`src/rtl/div_job_sequencer.sv`:
```
// div_job_sequencer: buffers dividend/divisor jobs in a small FIFO and launches
// them one at a time on the divider control unit. It follows Busy, captures the
// quotient from datapath reg0 and holds it on a valid/ready result port.
module div_job_sequencer #(
  parameter int DATA_W        = 8,
  parameter int FIFO_DEPTH    = 4,
  parameter int START_TIMEOUT = 8
) (
  input  logic                          clk,
  input  logic                          reset,
  input  logic                          in_valid,
  output logic                          in_ready,
  input  logic [DATA_W-1:0]             in_dividend,
  input  logic [DATA_W-1:0]             in_divisor,
  output logic [DATA_W-1:0]             inA,
  output logic [DATA_W-1:0]             inB,
  output logic                          Start,
  input  logic                          Busy,
  input  logic [DATA_W-1:0]             result_in,
  output logic                          out_valid,
  input  logic                          out_ready,
  output logic [DATA_W-1:0]             out_quotient,
  output logic                          out_dbz,
  output logic                          out_err,
  output logic [$clog2(FIFO_DEPTH):0]   jobs_pending
);
  localparam int PW = $clog2(FIFO_DEPTH);
  localparam int CW = PW + 1;
  localparam int TW = $clog2(START_TIMEOUT + 1);

  localparam logic [2:0] S_IDLE      = 3'd0;
  localparam logic [2:0] S_LAUNCH    = 3'd1;
  localparam logic [2:0] S_WAIT_BUSY = 3'd2;
  localparam logic [2:0] S_WAIT_DONE = 3'd3;
  localparam logic [2:0] S_SETTLE    = 3'd4;
  localparam logic [2:0] S_RESULT    = 3'd5;

  typedef struct packed {
    logic [DATA_W-1:0] n;
    logic [DATA_W-1:0] d;
  } job_t;

  job_t            mem_q [FIFO_DEPTH];
  logic [PW-1:0]   wr_ptr_q, rd_ptr_q;
  logic [CW-1:0]   count_q, count_d;
  logic            in_ready_q;
  logic [2:0]      state_q, state_d;
  logic [TW-1:0]   tmr_q;
  logic            start_q, dbz_q;
  logic [DATA_W-1:0] inA_q, inB_q, quot_q;
  logic            out_valid_q, out_dbz_q, out_err_q;

  logic push, pop, launch_go, timeout, capture;
  job_t head;

  assign head      = mem_q[rd_ptr_q];
  assign push      = in_valid && in_ready_q;
  // The head entry is consumed at the end of the LAUNCH cycle.
  assign pop       = (state_q == S_LAUNCH);
  assign launch_go = (state_q == S_IDLE) && (count_q != '0) && !out_valid_q && !Busy;
  // A Busy arriving on the last waiting cycle still counts as a good start.
  assign timeout   = (state_q == S_WAIT_BUSY) && !Busy && (tmr_q == TW'(START_TIMEOUT - 1));
  assign capture   = (state_q == S_SETTLE) || timeout;
  assign count_d   = count_q + CW'(push) - CW'(pop);

  // FIFO storage: written on every accepted job, no reset needed.
  always_ff @(posedge clk) begin
    if (push) mem_q[wr_ptr_q] <= '{n: in_dividend, d: in_divisor};
  end

  // FIFO pointers, occupancy and registered ready (never bypasses a pop).
  always_ff @(posedge clk or posedge reset) begin
    if (reset) begin
      wr_ptr_q   <= '0;
      rd_ptr_q   <= '0;
      count_q    <= '0;
      in_ready_q <= 1'b0;
    end else begin
      if (push) wr_ptr_q <= wr_ptr_q + 1'b1;
      if (pop)  rd_ptr_q <= rd_ptr_q + 1'b1;
      count_q    <= count_d;
      in_ready_q <= (count_d != CW'(FIFO_DEPTH));
    end
  end

  // Next-state logic for the single-job-in-flight sequencer.
  always_comb begin
    state_d = state_q;
    case (state_q)
      S_IDLE:      if (launch_go) state_d = S_LAUNCH;
      S_LAUNCH:    state_d = S_WAIT_BUSY;
      S_WAIT_BUSY: if (Busy) state_d = S_WAIT_DONE;
                   else if (timeout) state_d = S_RESULT;
      S_WAIT_DONE: if (!Busy) state_d = S_SETTLE;
      S_SETTLE:    state_d = S_RESULT;
      S_RESULT:    state_d = S_IDLE;
      default:     state_d = S_IDLE;
    endcase
  end

  // State, start pulse, operand registers and start-timeout counter.
  // Operands and Start are loaded on entry to LAUNCH so the control unit
  // sees stable operands in the same cycle as the pulse.
  always_ff @(posedge clk or posedge reset) begin
    if (reset) begin
      state_q <= S_IDLE;
      start_q <= 1'b0;
      inA_q   <= '0;
      inB_q   <= '0;
      dbz_q   <= 1'b0;
      tmr_q   <= '0;
    end else begin
      state_q <= state_d;
      start_q <= launch_go;
      if (launch_go) begin
        inA_q <= head.n;
        inB_q <= head.d;
        dbz_q <= (head.d == '0);
      end
      if (state_q == S_LAUNCH)         tmr_q <= '0;
      else if (state_q == S_WAIT_BUSY) tmr_q <= tmr_q + 1'b1;
    end
  end

  // Result holding register: captured once per job, cleared on accept.
  always_ff @(posedge clk or posedge reset) begin
    if (reset) begin
      out_valid_q <= 1'b0;
      quot_q      <= '0;
      out_dbz_q   <= 1'b0;
      out_err_q   <= 1'b0;
    end else if (capture) begin
      out_valid_q <= 1'b1;
      quot_q      <= timeout ? '0 : result_in;
      out_dbz_q   <= dbz_q;
      out_err_q   <= timeout;
    end else if (out_valid_q && out_ready) begin
      out_valid_q <= 1'b0;
      quot_q      <= '0;
      out_dbz_q   <= 1'b0;
      out_err_q   <= 1'b0;
    end
  end

  assign in_ready     = in_ready_q;
  assign inA          = inA_q;
  assign inB          = inB_q;
  assign Start        = start_q;
  assign out_valid    = out_valid_q;
  assign out_quotient = quot_q;
  assign out_dbz      = out_dbz_q;
  assign out_err      = out_err_q;
  assign jobs_pending = count_q;
endmodule

```
`config.mk`:
```
export PLATFORM = sky130hd
export DESIGN_NAME = div_job_sequencer
export DESIGN_NICKNAME = d
export VERILOG_FILES = /design/src/rtl/div_job_sequencer.sv
export SDC_FILE = /design/constraint.sdc
export NUM_CORES = 1
export LEC_CHECK = 0
export CAP_MARGIN = 20
export CELL_PAD_IN_SITES_DETAIL_PLACEMENT = 1
export CELL_PAD_IN_SITES_GLOBAL_PLACEMENT = 1
export CORE_ASPECT_RATIO = 0.8
export CORE_MARGIN = 2
export CORE_UTILIZATION = 40
export CTS_CLUSTER_DIAMETER = 200
export DETAILED_ROUTE_END_ITERATION = 10
export PLACE_DENSITY = 0.69
export SYNTH_ARGS = -nofsm -noshare
export SYNTH_HDL_FRONTEND = slang
export SYNTH_SLANG_ARGS = --single-unit
```
`constraint.sdc`:
```
create_clock -name clk -period 2.77 [get_ports clk]
set_input_delay 0.554 -clock clk [delete_from_list [all_inputs] [get_ports clk]]
set_output_delay 0.554 -clock clk [all_outputs]
set_load 0.1 [all_outputs]
```
==> impl_metrics.xml, run 1 <==
<?xml version="1.0" encoding="UTF-8"?>
<metrics>
  <group name="setup_path">
    <metric name="timing.rr.end" unit="">in_ready</metric>
    <metric name="worstSetupStartpointType" unit="">register</metric>
    <metric name="regToRegSetupSlack" unit="ps">330</metric>
    <metric name="setup.worst_path.class" unit="">register to register</metric>
    <metric name="cp-startpoint" unit="">state_q[2]</metric>
    <metric name="max_stage_delay" unit="ps">550</metric>
    <metric name="worst_path_maximum_fanout" unit="">8</metric>
    <metric name="worst_ep_required_time" unit="ps">2990</metric>
    <metric name="crit_end" unit="">in_ready</metric>
    <metric name="crit-reg2reg-launch" unit="">state_q[2]</metric>
    <metric name="crit_chain" unit="">or3b_2 &gt; inv_1 &gt; ha_1 &gt; inv_1 &gt; ha_1 &gt; fa_1 &gt; xnor2_1 &gt; xnor2_1 &gt; nand2_1</metric>
    <metric name="critical_path_data_arrival_time" unit="ps">2660</metric>
    <metric name="master_of_the_slowest_instance_on_the_critical_path" unit="">sky130_fd_sc_hd__or3b_2</metric>
    <metric name="timing.critical_path.to_type" unit="">register</metric>
    <metric name="ff2ff_path_depth" unit="">9</metric>
  </group>
  <group name="grt">
    <metric name="grt_use_total" unit="%">15.8</metric>
    <metric name="grt_antenna_before_repair" unit="">0</metric>
    <metric name="grt_pass1_vias" unit="">2410</metric>
    <metric name="grt_start_max_net_pins" unit="">45</metric>
    <metric name="grt_remaining_overflow" unit="">0</metric>
    <metric name="first_pass_grt_wire_length" unit="mm">13.2</metric>
  </group>
  <group name="drt">
    <metric name="via_count" unit="">2237</metric>
    <metric name="drt-initial-drc-count" unit="">66</metric>
    <metric name="drt-total-wl" unit="mm">8.09</metric>
    <metric name="wire_per_inst" unit="um">18.1</metric>
    <metric name="drt_first_pass_iters" unit="">4</metric>
    <metric name="antenna_violating_nets_post_route" unit="">0</metric>
    <metric name="drc" unit="">0</metric>
    <metric name="vias_per_cell" unit="">5.00</metric>
  </group>
  <group name="timing">
    <metric name="hold_violations" unit="">0</metric>
    <metric name="final_worst_path_period_share" unit="%">88.0</metric>
    <metric name="max_freq" unit="MHz">410</metric>
    <metric name="finalMaxSlewViolations" unit="">0</metric>
    <metric name="grt_setup_unrepaired" unit="">false</metric>
    <metric name="tns" unit="ps">0</metric>
    <metric name="clock_skew" unit="ps">6.60</metric>
    <metric name="period_needed" unit="ps">2440</metric>
    <metric name="number_of_failing_setup_endpoints_in_the_final_timing_report" unit="">0</metric>
    <metric name="maxSlewHeadroom" unit="%">61.1</metric>
    <metric name="worstMarginPinSlew" unit="ps">583</metric>
  </group>
  <group name="place">
    <metric name="port-buffer-count" unit="">60</metric>
    <metric name="dpl.hpwl" unit="mm">5.46</metric>
    <metric name="gp_routability_congestion" unit="">0.732</metric>
  </group>
  <group name="clock_tree">
    <metric name="post_cts_resized" unit="">0</metric>
    <metric name="cts_tree" unit="">built</metric>
    <metric name="root_buffer_cell" unit="">sky130_fd_sc_hd__clkbuf_16</metric>
    <metric name="clk-insertion-delay-late" unit="ps">340</metric>
    <metric name="worst_setup_hold_path_clk_slew" unit="ps">70</metric>
    <metric name="tritoncts.num_buffers" unit="">9</metric>
    <metric name="numClockSinks" unit="">108</metric>
    <metric name="ctsLongestPathBuffers" unit="">2</metric>
    <metric name="cts_hold_repair.buffers" unit="">0</metric>
    <metric name="cts.repair_timing.setup_buffer_count" unit="">0</metric>
    <metric name="ctsHtreeMaxLevel" unit="">3</metric>
  </group>
  <group name="floorplanning">
    <metric name="floorplan.initialDensity" unit="%">41.0</metric>
    <metric name="chipHeight" unit="um">95.5</metric>
    <metric name="row_count" unit="">33</metric>
    <metric name="core_area" unit="mm^2">0.0102</metric>
    <metric name="horizontal_die_dimension" unit="um">118</metric>
    <metric name="io-pin-count" unit="">61</metric>
    <metric name="floorplan.die_area" unit="mm^2">0.0113</metric>
  </group>
  <group name="synthesis">
    <metric name="post_synth_instance_area" unit="mm^2">0.00418</metric>
    <metric name="synth-async-reset-ratio" unit="%">40.7</metric>
    <metric name="yosys.cell_count.top_type" unit="">sky130_fd_sc_hd__edfxtp_1</metric>
    <metric name="ys.flop_type" unit="">sky130_fd_sc_hd__edfxtp_1</metric>
    <metric name="count_of_flip_flops_with_a_built_in_enable_after_synthesis" unit="">64</metric>
    <metric name="syn-instance-count" unit="">229</metric>
    <metric name="postSynthRegisterBits" unit="">108</metric>
    <metric name="ys_types" unit="">36</metric>
    <metric name="syn-mean-instance-area" unit="um^2">18.3</metric>
    <metric name="netlist_top_cells_area" unit="">sky130_fd_sc_hd__edfxtp_1, sky130_fd_sc_hd__dfrtp_1, sky130_fd_sc_hd__mux4_2</metric>
    <metric name="ys.warnings.count" unit="">0</metric>
    <metric name="sequential_to_total_area_share_from_yosys_stat" unit="%">72.2</metric>
    <metric name="mappedNetlistNets" unit="">266</metric>
    <metric name="yosys.area.top_type_share" unit="%">45.9</metric>
    <metric name="post-synth-top-area-cell" unit="">sky130_fd_sc_hd__edfxtp_1</metric>
    <metric name="ys_top_cells_by_count" unit="">sky130_fd_sc_hd__edfxtp_1, sky130_fd_sc_hd__dfrtp_1, sky130_fd_sc_hd__mux2_2</metric>
  </group>
  <group name="finish">
    <metric name="layout-area-overhead-vs-synth" unit="%">24.0</metric>
    <metric name="layout-drive-gt1-share" unit="%">30.9</metric>
    <metric name="fin_nets" unit="">339</metric>
    <metric name="fillCellCount" unit="">1004</metric>
    <metric name="area.sequential" unit="mm^2">0.00302</metric>
    <metric name="multiInputGateArea" unit="mm^2">0.00107</metric>
    <metric name="final_util" unit="%">50.9</metric>
    <metric name="insertedDiodeCount" unit="">0</metric>
  </group>
  <group name="hold_path">
    <metric name="hold_path_startpoint" unit="">out_quotient[5]</metric>
    <metric name="timing.hold.worst.class" unit="">register to register</metric>
  </group>
  <group name="outcome">
    <metric name="result_of_the_run" unit="">complete, no violations</metric>
  </group>
  <group name="flow_run">
    <metric name="max_cap_violations" unit="">0</metric>
  </group>
</metrics>
==> worst min path at each step <==
stage	endpoint	slack, ps	cells after the start
6_report	out_quotient[5]	500	1
5_1_grt	out_quotient[1]	520	1
4_1_cts	out_quotient[5]	510	1
3_5_place_dp	tmr_q[3]	480	1
3_3_place_gp	tmr_q[3]	470	1
2_1_floorplan	tmr_q[3]	440	1
==> metal layers <==
metal / vias to the layer above / wire length, um / global-route usage (%)
li1: 1022 / - / -
met4: 0 / 38 / 3.01
met2: 59 / 3790 / 25.7
met5: - / 0 / 0
met3: 6 / 389 / 5.44
met1: 1150 / 3870 / 20.8
==> sequential cells by signal, summed over array words and instances (netlist names), 3 cells and up <==
register      count
inA               8
inB               8
mem_q            64
out_quotient      8
tmr_q             4
jobs_pending      3
state_q           3
==> worst max-delay path, delay by kind of cell, from the launching register on <==
family	cells	cell delay, ps
AND/OR/NAND/NOR	2	640
buffers and inverters	2	170
flip-flops	1	450
XOR/XNOR	2	350
adder cells (fa/ha/maj)	3	710
==> per-stage QoR <==
step | hold slack [ps] | cells | worst slack (ps) | cell area, um^2
2_1_floorplan | 443 | 229 | 154 | 4180
3_3_place_gp | 466 | 431 | 161 | 4910
3_5_place_dp | 481 | 431 | 33.2 | 4910
4_1_cts | 508 | 447 | 293 | 5190
5_1_grt | 521 | 447 | 133 | 5190
6_report | 503 | 447 | 333 | 5190
==> cell type report <==
class                      instances  share of cell area, %
sequential                       108                   58.2
clock inverter                     6                  0.940
clock buffer                      10                   4.41
tap                              140                   3.38
multi-input combinational        100                   20.5
inverter                          12                  0.868
timing repair buffer              71                   11.6
==> cell usage in the layout, fill, tap and decap left out, types with 2 or more instances in the layout <==
cell type / count
sky130_fd_sc_hd__a22o_1: 9
sky130_fd_sc_hd__and3_1: 4
sky130_fd_sc_hd__buf_4: 43
sky130_fd_sc_hd__inv_8: 2
sky130_fd_sc_hd__clkinvlp_4: 3
sky130_fd_sc_hd__edfxtp_1: 64
sky130_fd_sc_hd__nor4_1: 2
sky130_fd_sc_hd__nand3_1: 3
sky130_fd_sc_hd__a21o_1: 4
sky130_fd_sc_hd__inv_1: 11
sky130_fd_sc_hd__o21ai_0: 6
sky130_fd_sc_hd__ha_1: 7
sky130_fd_sc_hd__nand2_1: 5
sky130_fd_sc_hd__clkbuf_16: 9
sky130_fd_sc_hd__clkdlybuf4s50_1: 28
sky130_fd_sc_hd__xnor2_1: 5
sky130_fd_sc_hd__or3b_2: 2
sky130_fd_sc_hd__nor2_1: 4
sky130_fd_sc_hd__mux2_2: 17
sky130_fd_sc_hd__dfrtp_1: 44
sky130_fd_sc_hd__nor3_1: 2
sky130_fd_sc_hd__mux4_2: 16
==> kinds of logic after synthesis <==
group	synth area share [%]
xor gates and xnor gates	1.05
AOI/OAI and AO/OA	4.90
adders and majority gates	2.57
DFF	72.2
and+or+nand+nor	3.77
buffers and inverters	2.27
muxes	13.2
Power of run 1 is left out: the tool's default activity adds up to more than one toggle a clock period on the data nets, which glitch-free logic cannot reach.
==> inputs of run 2 (changes only) <==
- MAX_ROUTING_LAYER: not set -> met4
==> run 2 against run 1 <==
Utilization is the same. Worst hold slack is essentially flat. Sequential share of layout area is the same. Final cell count is the same. Wire length is essentially flat. Clock-buffer cell count is the same. Final area is the same. Register-to-register slack is essentially flat.
==> impl_metrics.xml, run 2 (synthesis gave the netlist of run 1 again) <==
<?xml version="1.0" encoding="UTF-8"?>
<metrics>
  <group name="clock_tree">
    <metric name="post_cts_resized" unit="">0</metric>
    <metric name="numClockSinks" unit="">108</metric>
    <metric name="clk-insertion-delay-late" unit="ps">340</metric>
    <metric name="cts_tree" unit="">built</metric>
    <metric name="ctsLongestPathBuffers" unit="">2</metric>
    <metric name="root_buffer_cell" unit="">sky130_fd_sc_hd__clkbuf_16</metric>
    <metric name="worst_setup_hold_path_clk_slew" unit="ps">70</metric>
    <metric name="cts.repair_timing.setup_buffer_count" unit="">0</metric>
    <metric name="cts_hold_repair.buffers" unit="">0</metric>
    <metric name="ctsHtreeMaxLevel" unit="">3</metric>
    <metric name="tritoncts.num_buffers" unit="">9</metric>
  </group>
  <group name="drt">
    <metric name="drt_first_pass_iters" unit="">4</metric>
    <metric name="via_count" unit="">2250</metric>
    <metric name="vias_per_cell" unit="">5.03</metric>
    <metric name="drc" unit="">0</metric>
    <metric name="antenna_violating_nets_post_route" unit="">0</metric>
    <metric name="drt-initial-drc-count" unit="">67</metric>
    <metric name="wire_per_inst" unit="um">18.1</metric>
    <metric name="drt-total-wl" unit="mm">8.09</metric>
  </group>
  <group name="setup_path">
    <metric name="worst_path_maximum_fanout" unit="">8</metric>
    <metric name="timing.critical_path.to_type" unit="">register</metric>
    <metric name="critical_path_data_arrival_time" unit="ps">2660</metric>
    <metric name="max_stage_delay" unit="ps">550</metric>
    <metric name="worst_path_buffer_plus_inverter_count" unit="">2</metric>
    <metric name="timing.critical_path.max_delay_family" unit="">adder cells</metric>
    <metric name="master_of_the_slowest_instance_on_the_critical_path" unit="">sky130_fd_sc_hd__or3b_2</metric>
    <metric name="worstSetupStartpointType" unit="">register</metric>
    <metric name="setup.worst_path.class" unit="">register to register</metric>
    <metric name="worst_ep_required_time" unit="ps">2990</metric>
    <metric name="crit_chain" unit="">or3b_2 &gt; inv_1 &gt; ha_1 &gt; inv_1 &gt; ha_1 &gt; fa_1 &gt; xnor2_1 &gt; xnor2_1 &gt; nand2_1</metric>
  </group>
  <group name="grt">
    <metric name="grt_antenna_before_repair" unit="">0</metric>
    <metric name="grt_remaining_overflow" unit="">0</metric>
    <metric name="first_pass_grt_wire_length" unit="mm">13.2</metric>
    <metric name="grt_start_max_net_pins" unit="">45</metric>
    <metric name="grt_pass1_vias" unit="">2404</metric>
    <metric name="grt_use_total" unit="%">16.2</metric>
  </group>
  <group name="floorplanning">
    <metric name="horizontal_die_dimension" unit="um">118</metric>
    <metric name="core_area" unit="mm^2">0.0102</metric>
    <metric name="row_count" unit="">33</metric>
    <metric name="io-pin-count" unit="">61</metric>
    <metric name="floorplan.initialDensity" unit="%">41.0</metric>
    <metric name="chipHeight" unit="um">95.5</metric>
    <metric name="floorplan.die_area" unit="mm^2">0.0113</metric>
  </group>
  <group name="timing">
    <metric name="hold_violations" unit="">0</metric>
    <metric name="number_of_failing_setup_endpoints_in_the_final_timing_report" unit="">0</metric>
    <metric name="final_worst_path_period_share" unit="%">88.0</metric>
    <metric name="maxSlewHeadroom" unit="%">61.4</metric>
    <metric name="max_freq" unit="MHz">410</metric>
    <metric name="worstMarginPinSlew" unit="ps">579</metric>
    <metric name="finalMaxSlewViolations" unit="">0</metric>
    <metric name="grt_setup_unrepaired" unit="">false</metric>
    <metric name="tns" unit="ps">0</metric>
    <metric name="period_needed" unit="ps">2440</metric>
    <metric name="clock_skew" unit="ps">7.10</metric>
    <metric name="layout_setup_ws" unit="ps">334</metric>
  </group>
  <group name="finish">
    <metric name="insertedDiodeCount" unit="">0</metric>
    <metric name="layout_commonest_cell" unit="">sky130_fd_sc_hd__edfxtp_1</metric>
    <metric name="layout-area-overhead-vs-synth" unit="%">24.0</metric>
    <metric name="layout_common_cells" unit="">sky130_fd_sc_hd__edfxtp_1, sky130_fd_sc_hd__dfrtp_1, sky130_fd_sc_hd__buf_4</metric>
    <metric name="register_with_the_highest_flop_count" unit="">mem_q</metric>
    <metric name="final_util" unit="%">50.9</metric>
    <metric name="fin_nets" unit="">339</metric>
    <metric name="area.sequential" unit="mm^2">0.00302</metric>
    <metric name="max_ffs_per_register" unit="">64</metric>
    <metric name="finalInstanceArea" unit="mm^2">0.00519</metric>
    <metric name="layout-drive-gt1-share" unit="%">30.9</metric>
    <metric name="multiInputGateArea" unit="mm^2">0.00107</metric>
    <metric name="fillCellCount" unit="">1004</metric>
  </group>
  <group name="place">
    <metric name="dpl.hpwl" unit="mm">5.46</metric>
    <metric name="pre_cts_slack" unit="ps">33.2</metric>
    <metric name="port-buffer-count" unit="">60</metric>
    <metric name="gp_routability_congestion" unit="">0.741</metric>
    <metric name="postPlaceCellArea" unit="mm^2">0.00491</metric>
  </group>
  <group name="outcome">
    <metric name="result_of_the_run" unit="">complete, no violations</metric>
  </group>
  <group name="hold_path">
    <metric name="timing.hold.worst.class" unit="">register to register</metric>
  </group>
  <group name="flow_run">
    <metric name="max_cap_violations" unit="">0</metric>
  </group>
</metrics>
==> run 2: cell counts in the layout (fill, tap and decap cells not counted) <==
Identical to the previous run, type by type.
==> run 2: final cells by class <==
| type | count | share of cell area (%) |
|---|---|---|
| Clock buffer | 10 | 4.41 |
| Clock inverter | 6 | 0.940 |
| Inverter | 12 | 0.868 |
| Multi-Input combinational cell | 100 | 20.5 |
| Sequential cell | 108 | 58.2 |
| Tap cell | 140 | 3.38 |
| Timing Repair Buffer | 71 | 11.6 |
==> run 2: worst reg2reg max path, stage by stage, from the launching register on <==
cell and delay [ps]:
sky130_fd_sc_hd__dfrtp_1 450, sky130_fd_sc_hd__or3b_2 550, sky130_fd_sc_hd__inv_1 120, sky130_fd_sc_hd__ha_1 140, sky130_fd_sc_hd__inv_1 50, sky130_fd_sc_hd__ha_1 190
sky130_fd_sc_hd__fa_1 380, sky130_fd_sc_hd__xnor2_1 190, sky130_fd_sc_hd__xnor2_1 160, sky130_fd_sc_hd__nand2_1 90
==> run 2: path summary, 6_finish.rpt <==
kind / start / cells after the start / slack, ps / endpoint
max in group asynchronous: reset / 3 / 1700 / jobs_pending[1]
min in group asynchronous: reset / 3 / 680 / out_quotient[6]
setup / recovery: state_q[2] / 9 / 330 / in_ready
hold reg to reg: out_quotient[5] / 1 / 500 / out_quotient[5]
hold / removal: out_quotient[5] / 1 / 500 / out_quotient[5]
setup reg to reg: state_q[2] / 9 / 330 / in_ready
==> run 2: layer usage <==
layer / vias to the layer above / track usage [%] / share of wire, %
li1: 1022 / - / -
met4: 0 / 3.01 / 0.54
met3: 6 / 5.38 / 4.9
met1: 1163 / 20.8 / 48
met5: - / - / 0
met2: 59 / 25.7 / 47
==> run 2: per-stage QoR <==
stage,hold WS (ps),std cells
floorplan,443,229
global placement,466,431
detailed placement,481,431
CTS,508,447
global route,521,447
finish,503,447
Power of run 2 is left out for the same reason.
==> inputs of run 3 (changes only) <==
- ABC_AREA: not set -> 1
- PLACE_DENSITY: 0.69 -> 0.72
==> run 3 against run 2 <==
Clock-buffer cell count shrank 1. Critical endpoint unchanged. Clock skew grew 2.3 ps. Synthesized cell count grew 67%. Worst hold slack lost 28 ps. Flip-flop and latch count is the same. Area after synthesis grew 2.7%. Largest cell class unchanged.
==> impl_metrics.xml, run 3 <==
<?xml version="1.0" encoding="UTF-8"?>
<metrics>
  <group name="timing">
    <metric name="final_worst_path_period_share" unit="%">79.6</metric>
    <metric name="clock_skew" unit="ps">9.40</metric>
    <metric name="finalMaxSlewViolations" unit="">0</metric>
    <metric name="tns" unit="ps">0</metric>
    <metric name="hold_violations" unit="">0</metric>
    <metric name="max_freq" unit="MHz">454</metric>
    <metric name="worstMarginPinSlew" unit="ps">604</metric>
    <metric name="grt_setup_unrepaired" unit="">false</metric>
    <metric name="number_of_failing_setup_endpoints_in_the_final_timing_report" unit="">0</metric>
    <metric name="period_needed" unit="ps">2200</metric>
    <metric name="maxSlewHeadroom" unit="%">59.7</metric>
  </group>
  <group name="synthesis">
    <metric name="syn-mean-instance-area" unit="um^2">11.3</metric>
    <metric name="count_of_flip_flops_with_a_built_in_enable_after_synthesis" unit="">64</metric>
    <metric name="mappedNetlistNets" unit="">419</metric>
    <metric name="ys_types" unit="">25</metric>
    <metric name="post-synth-top-area-cell" unit="">sky130_fd_sc_hd__edfxtp_1</metric>
    <metric name="ys_top_cells_by_count" unit="">sky130_fd_sc_hd__nand2_1, sky130_fd_sc_hd__edfxtp_1, sky130_fd_sc_hd__dfrtp_1</metric>
    <metric name="ys.warnings.count" unit="">0</metric>
    <metric name="sequential_to_total_area_share_from_yosys_stat" unit="%">70.3</metric>
    <metric name="postSynthRegisterBits" unit="">108</metric>
    <metric name="synth-async-reset-ratio" unit="%">40.7</metric>
    <metric name="netlist_top_cells_area" unit="">sky130_fd_sc_hd__edfxtp_1, sky130_fd_sc_hd__dfrtp_1, sky130_fd_sc_hd__nand2_1</metric>
    <metric name="post_synth_instance_area" unit="mm^2">0.00430</metric>
    <metric name="ys.flop_type" unit="">sky130_fd_sc_hd__edfxtp_1</metric>
    <metric name="yosys.cell_count.top_type" unit="">sky130_fd_sc_hd__nand2_1</metric>
    <metric name="yosys.area.top_type_share" unit="%">44.7</metric>
    <metric name="syn-instance-count" unit="">382</metric>
  </group>
  <group name="grt">
    <metric name="grt_antenna_before_repair" unit="">0</metric>
    <metric name="first_pass_grt_wire_length" unit="mm">15.8</metric>
    <metric name="grt_remaining_overflow" unit="">0</metric>
    <metric name="grt_start_max_net_pins" unit="">45</metric>
    <metric name="grt_pass1_vias" unit="">3030</metric>
    <metric name="grt_use_total" unit="%">18.4</metric>
  </group>
  <group name="clock_tree">
    <metric name="numClockSinks" unit="">108</metric>
    <metric name="worst_setup_hold_path_clk_slew" unit="ps">70</metric>
    <metric name="root_buffer_cell" unit="">sky130_fd_sc_hd__clkbuf_16</metric>
    <metric name="ctsLongestPathBuffers" unit="">2</metric>
    <metric name="tritoncts.num_buffers" unit="">9</metric>
    <metric name="ctsHtreeMaxLevel" unit="">3</metric>
    <metric name="cts_hold_repair.buffers" unit="">0</metric>
    <metric name="cts_tree" unit="">built</metric>
    <metric name="cts.repair_timing.setup_buffer_count" unit="">0</metric>
    <metric name="post_cts_resized" unit="">0</metric>
    <metric name="clk-insertion-delay-late" unit="ps">340</metric>
  </group>
  <group name="finish">
    <metric name="insertedDiodeCount" unit="">0</metric>
    <metric name="layout-drive-gt1-share" unit="%">14.1</metric>
    <metric name="fillCellCount" unit="">1125</metric>
    <metric name="layout_commonest_cell" unit="">sky130_fd_sc_hd__nand2_1</metric>
    <metric name="layout-area-overhead-vs-synth" unit="%">23.5</metric>
    <metric name="max_ffs_per_register" unit="">64</metric>
    <metric name="register_with_the_highest_flop_count" unit="">mem_q</metric>
    <metric name="fin_nets" unit="">487</metric>
    <metric name="layout_common_cells" unit="">sky130_fd_sc_hd__nand2_1, sky130_fd_sc_hd__edfxtp_1, sky130_fd_sc_hd__dfrtp_1</metric>
  </group>
  <group name="floorplanning">
    <metric name="floorplan.initialDensity" unit="%">41.5</metric>
    <metric name="horizontal_die_dimension" unit="um">120</metric>
    <metric name="floorplan.die_area" unit="mm^2">0.0116</metric>
    <metric name="chipHeight" unit="um">96.7</metric>
    <metric name="row_count" unit="">33</metric>
    <metric name="core_area" unit="mm^2">0.0104</metric>
    <metric name="io-pin-count" unit="">61</metric>
  </group>
  <group name="drt">
    <metric name="drt_first_pass_iters" unit="">4</metric>
    <metric name="routedLengthMet1" unit="mm">4.37</metric>
    <metric name="vias_per_cell" unit="">4.93</metric>
    <metric name="drt-total-wl" unit="mm">9.76</metric>
    <metric name="via_count" unit="">2933</metric>
    <metric name="met2_length" unit="mm">4.80</metric>
    <metric name="dr_wl_met3" unit="um">461</metric>
    <metric name="drc" unit="">0</metric>
    <metric name="wire_per_inst" unit="um">16.4</metric>
    <metric name="top_layer" unit="">met4</metric>
    <metric name="drt-initial-drc-count" unit="">128</metric>
    <metric name="antenna_violating_nets_post_route" unit="">0</metric>
  </group>
  <group name="place">
    <metric name="dpl.hpwl" unit="mm">6.34</metric>
    <metric name="gp_routability_congestion" unit="">0.708</metric>
    <metric name="port-buffer-count" unit="">60</metric>
  </group>
  <group name="hold_path">
    <metric name="hold_path_startpoint" unit="">out_quotient[3]</metric>
    <metric name="timing.hold.worst.class" unit="">register to register</metric>
    <metric name="min_delay_worst_endpoint" unit="">out_quotient[3]</metric>
    <metric name="min_path_cells" unit="">2</metric>
  </group>
  <group name="outcome">
    <metric name="result_of_the_run" unit="">complete, no violations</metric>
  </group>
  <group name="setup_path">
    <metric name="timing.critical_path.max_delay_family" unit="">adder cells</metric>
    <metric name="master_of_the_slowest_instance_on_the_critical_path" unit="">sky130_fd_sc_hd__dfrtp_1</metric>
    <metric name="crit-reg2reg-launch" unit="">state_q[2]</metric>
    <metric name="worst_path_buffer_plus_inverter_count" unit="">3</metric>
    <metric name="timing.critical_path.mode_cell" unit="">sky130_fd_sc_hd__inv_1</metric>
    <metric name="max_stage_delay" unit="ps">390</metric>
    <metric name="ff2ff_path_depth" unit="">9</metric>
    <metric name="setup.worst_path.class" unit="">register to register</metric>
    <metric name="timing.critical_path.to_type" unit="">register</metric>
    <metric name="crit_chain" unit="">inv_1 &gt; nand3_1 &gt; inv_1 &gt; ha_1 &gt; inv_1 &gt; ha_1 &gt; fa_1 &gt; xor2_1 &gt; nand2_1</metric>
    <metric name="worstSetupStartpointType" unit="">register</metric>
    <metric name="regToRegSetupSlack" unit="ps">570</metric>
    <metric name="critical_path_data_arrival_time" unit="ps">2430</metric>
    <metric name="worst_path_maximum_fanout" unit="">7</metric>
    <metric name="worst_ep_required_time" unit="ps">3000</metric>
    <metric name="timing.rr.end" unit="">in_ready</metric>
  </group>
  <group name="flow_run">
    <metric name="max_cap_violations" unit="">0</metric>
  </group>
</metrics>
[run 3: cell count changes in the layout (fill, tap and decap cells not counted), moves of 9 or more]
cell	before	now
sky130_fd_sc_hd__o21ai_0	6	26
sky130_fd_sc_hd__nand2_1	5	117
sky130_fd_sc_hd__mux2_2	17	0
sky130_fd_sc_hd__a22o_1	9	0
sky130_fd_sc_hd__inv_1	11	21
sky130_fd_sc_hd__nand3_1	3	21
sky130_fd_sc_hd__mux4_2	16	0
sky130_fd_sc_hd__nor2_1	4	35
[run 3: kinds of logic (layout without fill, tap and decap cells)]
group,count (synthesis),count (layout),share of synthesized area [%]
AO/OA/AOI/OAI,44,44,5.44
XOR/XNOR,5,5,1.02
adder cells (fa/ha/maj),8,8,2.50
buffers and inverters,37,110,3.58
flip-flops,108,108,70.3
AND/OR/NAND/NOR,180,180,17.1
[run 3: worst min-delay path, cell delays in order (launching register included)]
cell and delay, ps:
sky130_fd_sc_hd__dfrtp_1 350, sky130_fd_sc_hd__nand2_1 50, sky130_fd_sc_hd__nand2_1 50
[run 3: how the worst max path moves through the flow]
stage	cells after the start	start	slack, ps	end
floorplan	7	in_ready	230	in_ready
global placement	8	in_valid	460	in_ready
detailed placement	8	in_valid	340	in_ready
CTS	9	state_q[2]	560	in_ready
global route	9	state_q[1]	440	in_ready
finish	9	state_q[2]	570	in_ready
[run 3: metrics by stage]
stage / instance area, um^2 / setup slack [ps] / hold WS, ps / instances / utilization (%)
6_report: 5310 / 566 / 475 / 595 / 51.2
2_1_floorplan: 4300 / 229 / 449 / 382 / -
3_3_place_gp: 5020 / 457 / 455 / 579 / 48.4
3_5_place_dp: 5020 / 343 / 466 / 579 / 48.4
5_1_grt: 5310 / 436 / 513 / 595 / 51.2
4_1_cts: 5310 / 555 / 482 / 595 / 51.2
[run 3: final cells by class]
type / count / area (um^2) / area share [%]
clock buffers: 9 / 225 / 4.24
clock inverters: 7 / 65.1 / 1.23
inverters: 24 / 90.1 / 1.70
multi-input cells: 237 / 1120 / 21.1
flip-flops and latches: 108 / 3020 / 57.0
well taps: 140 / 175 / 3.30
repair buffers: 70 / 608 / 11.5
[run 3: metal layers]
metal | track usage, % | vias to the layer above
met5 | - | -
li1 | - | 1414
met4 | 4.52 | 0
met2 | 29.6 | 70
met1 | 23.3 | 1437
met3 | 4.95 | 12
Power of run 3 is left out for the same reason.
==> patch (config.mk and constraints of run 2) <==
The parameter `DATA_W` goes from 8 to 9.
--- a/src/rtl/div_job_sequencer.sv
+++ b/src/rtl/div_job_sequencer.sv
@@ -3,5 +3,5 @@
 // quotient from datapath reg0 and holds it on a valid/ready result port.
 module div_job_sequencer #(
-  parameter int DATA_W        = 8,
+  parameter int DATA_W        = 9,
   parameter int FIFO_DEPTH    = 4,
   parameter int START_TIMEOUT = 8
Interface: changed (6 resized); port bits go from 61 to 67. The function was not compared with the original's and may differ.
==> patch against run 2 <==
Hold slack got worse by 6.1 ps. Sequential share of layout area is 1.6 points lower. Synthesized area is 9.7% higher. Final area increased by 14%. Setup slack improved by 76 ps. Final cell count is 9.6% higher. Critical path type unchanged. Sequential cell count up 11. Count of clock-buffer cells in the layout is 17 higher. Routed wire length is 12% higher. Global-route usage increased by 0.94 points.
Power is left out: the tool's default activity adds up to more than one toggle a clock period on the data nets, which glitch-free logic cannot reach.
==> patch: results (changes against run 2) <==
Outcome
  – Status: completed (unchanged)

Route
  – Via density per instance: 4.961 (was 5.034)
  – First DRT Iteration DRCs: 119 (was 67)
  – Average wire per cell in the routed design: 18.43 microns (was 18.09 microns)

Timing
  – Relative max-transition margin: 50.51% (was 61.41%)
  – Post-route clock skew: 6.869 ps (was 7.098 ps)

Critical path
  – Reg2Reg Launch Point: state_q[0] (was state_q[2])
  – Maximum fanout encountered on the critical timing path: 6 (was 8)
  – Crit path arrival time: 2650 ps (was 2660 ps)

Global routing
  – GR met2 Demand/Resource: 25.49% (was 25.72%)
  – Number of global-route vias before repair: 2676 (was 2404)
  – GR Util met3: 6.364% (was 5.383%)
  – Largest net degree at the start of global routing: 35 (was 45)
  – Met1 Resource Use GR: 21.83% (was 20.82%)

Synth
  – Fraction of the yosys area taken by sequential cells: 72.70% (was 72.25%)
  – Area contributors post-synth: sky130_fd_sc_hd__edfxtp_1 47%, sky130_fd_sc_hd__dfrtp_1 26%, sky130_fd_sc_hd__mux4_2 8.8% (was sky130_fd_sc_hd__edfxtp_1 46%, sky130_fd_sc_hd__dfrtp_1 26%, sky130_fd_sc_hd__mux4_2 8.6%)
  – Nets in the synthesized netlist: 286 (was 266)
  – Count of flip-flops with a built-in enable after synthesis: 72 (was 64)
  – Leading post-synthesis cells by instance count: 72 x sky130_fd_sc_hd__edfxtp_1, 47 x sky130_fd_sc_hd__dfrtp_1, 19 x sky130_fd_sc_hd__mux2_2 (was 64 x sky130_fd_sc_hd__edfxtp_1, 44 x sky130_fd_sc_hd__dfrtp_1, 17 x sky130_fd_sc_hd__mux2_2)

Clocking
  – H-tree level count: 4 (was 3)
  – Clock buffer count from CTS: 17 (was 9)

Placed design
  – Final estimated routing congestion in global placement: 0.7095 (was 0.7414)
  – Placement Setup Slack: 88.64 ps (was 33.23 ps)

Min path
  – Worst hold path endpoint: out_quotient[7] (was out_quotient[5])
  – Beginning of the worst hold path: out_quotient[7] (was out_quotient[5])

Cells and area
  – Share of layout cells above drive strength 1: 32.95% (was 30.94%)
  – NumNets Final: 373 (was 339)
==> patch: logic make-up (layout without fill, tap and decap cells) <==
kind of cell | count (synthesis) | after routing | share of synthesized area, %
buffers and inverters | 22 | 122 | 2.480
and+or+nand+nor | 29 | 29 | 3.707
xor gates and xnor gates | 5 | 5 | 0.9536
DFF | 119 | 119 | 72.70
adders and majority gates | 8 | 8 | 2.343
AOI/OAI and AO/OA | 26 | 26 | 4.332
muxes | 37 | 37 | 13.49
==> patch: worst max path at each step <==
stage	startpoint	to	cells after the start
after global routing	state_q[0]	in_ready	9
final	state_q[0]	in_ready	9
after detailed placement	in_valid	in_ready	9
after global placement	in_valid	in_ready	9
after CTS	state_q[0]	in_ready	9
after floorplan	in_ready	in_ready	8
==> patch: layout make-up <==
type | count | share of cell area [%]
sequential | 119 | 56.61
multi-input combinational | 105 | 19.33
timing repair buffer | 78 | 11.46
clock buffer | 27 | 8.360
tap | 144 | 3.055
inverter | 12 | 0.7638
clock inverter | 5 | 0.4244
==> patch: through the flow <==
stage          cell area [sq um]  hold WS (ps)  cells
2_1_floorplan               4592         443.4    246
3_3_place_gp                5379         469.1    458
3_5_place_dp                5379         480.2    458
4_1_cts                     5897         486.6    490
5_1_grt                     5897         523.0    490
6_report                    5897         497.2    490
==> patch: worst register-to-register path, cell delays in order, from the launching register on <==
cell	delay, ps
sky130_fd_sc_hd__dfrtp_1	440
sky130_fd_sc_hd__or3b_2	550
sky130_fd_sc_hd__inv_1	110
sky130_fd_sc_hd__ha_1	130
sky130_fd_sc_hd__inv_1	40
sky130_fd_sc_hd__ha_1	180
sky130_fd_sc_hd__fa_1	370
sky130_fd_sc_hd__xnor2_1	190
sky130_fd_sc_hd__xnor2_1	160
sky130_fd_sc_hd__nand2_1	70
==> patch: layer usage <==
layer	wire, microns	part of all wire [%]
met4	116	1.3
met1	4067	45
met2	4457	49
met5	0	0
met3	390	4.3
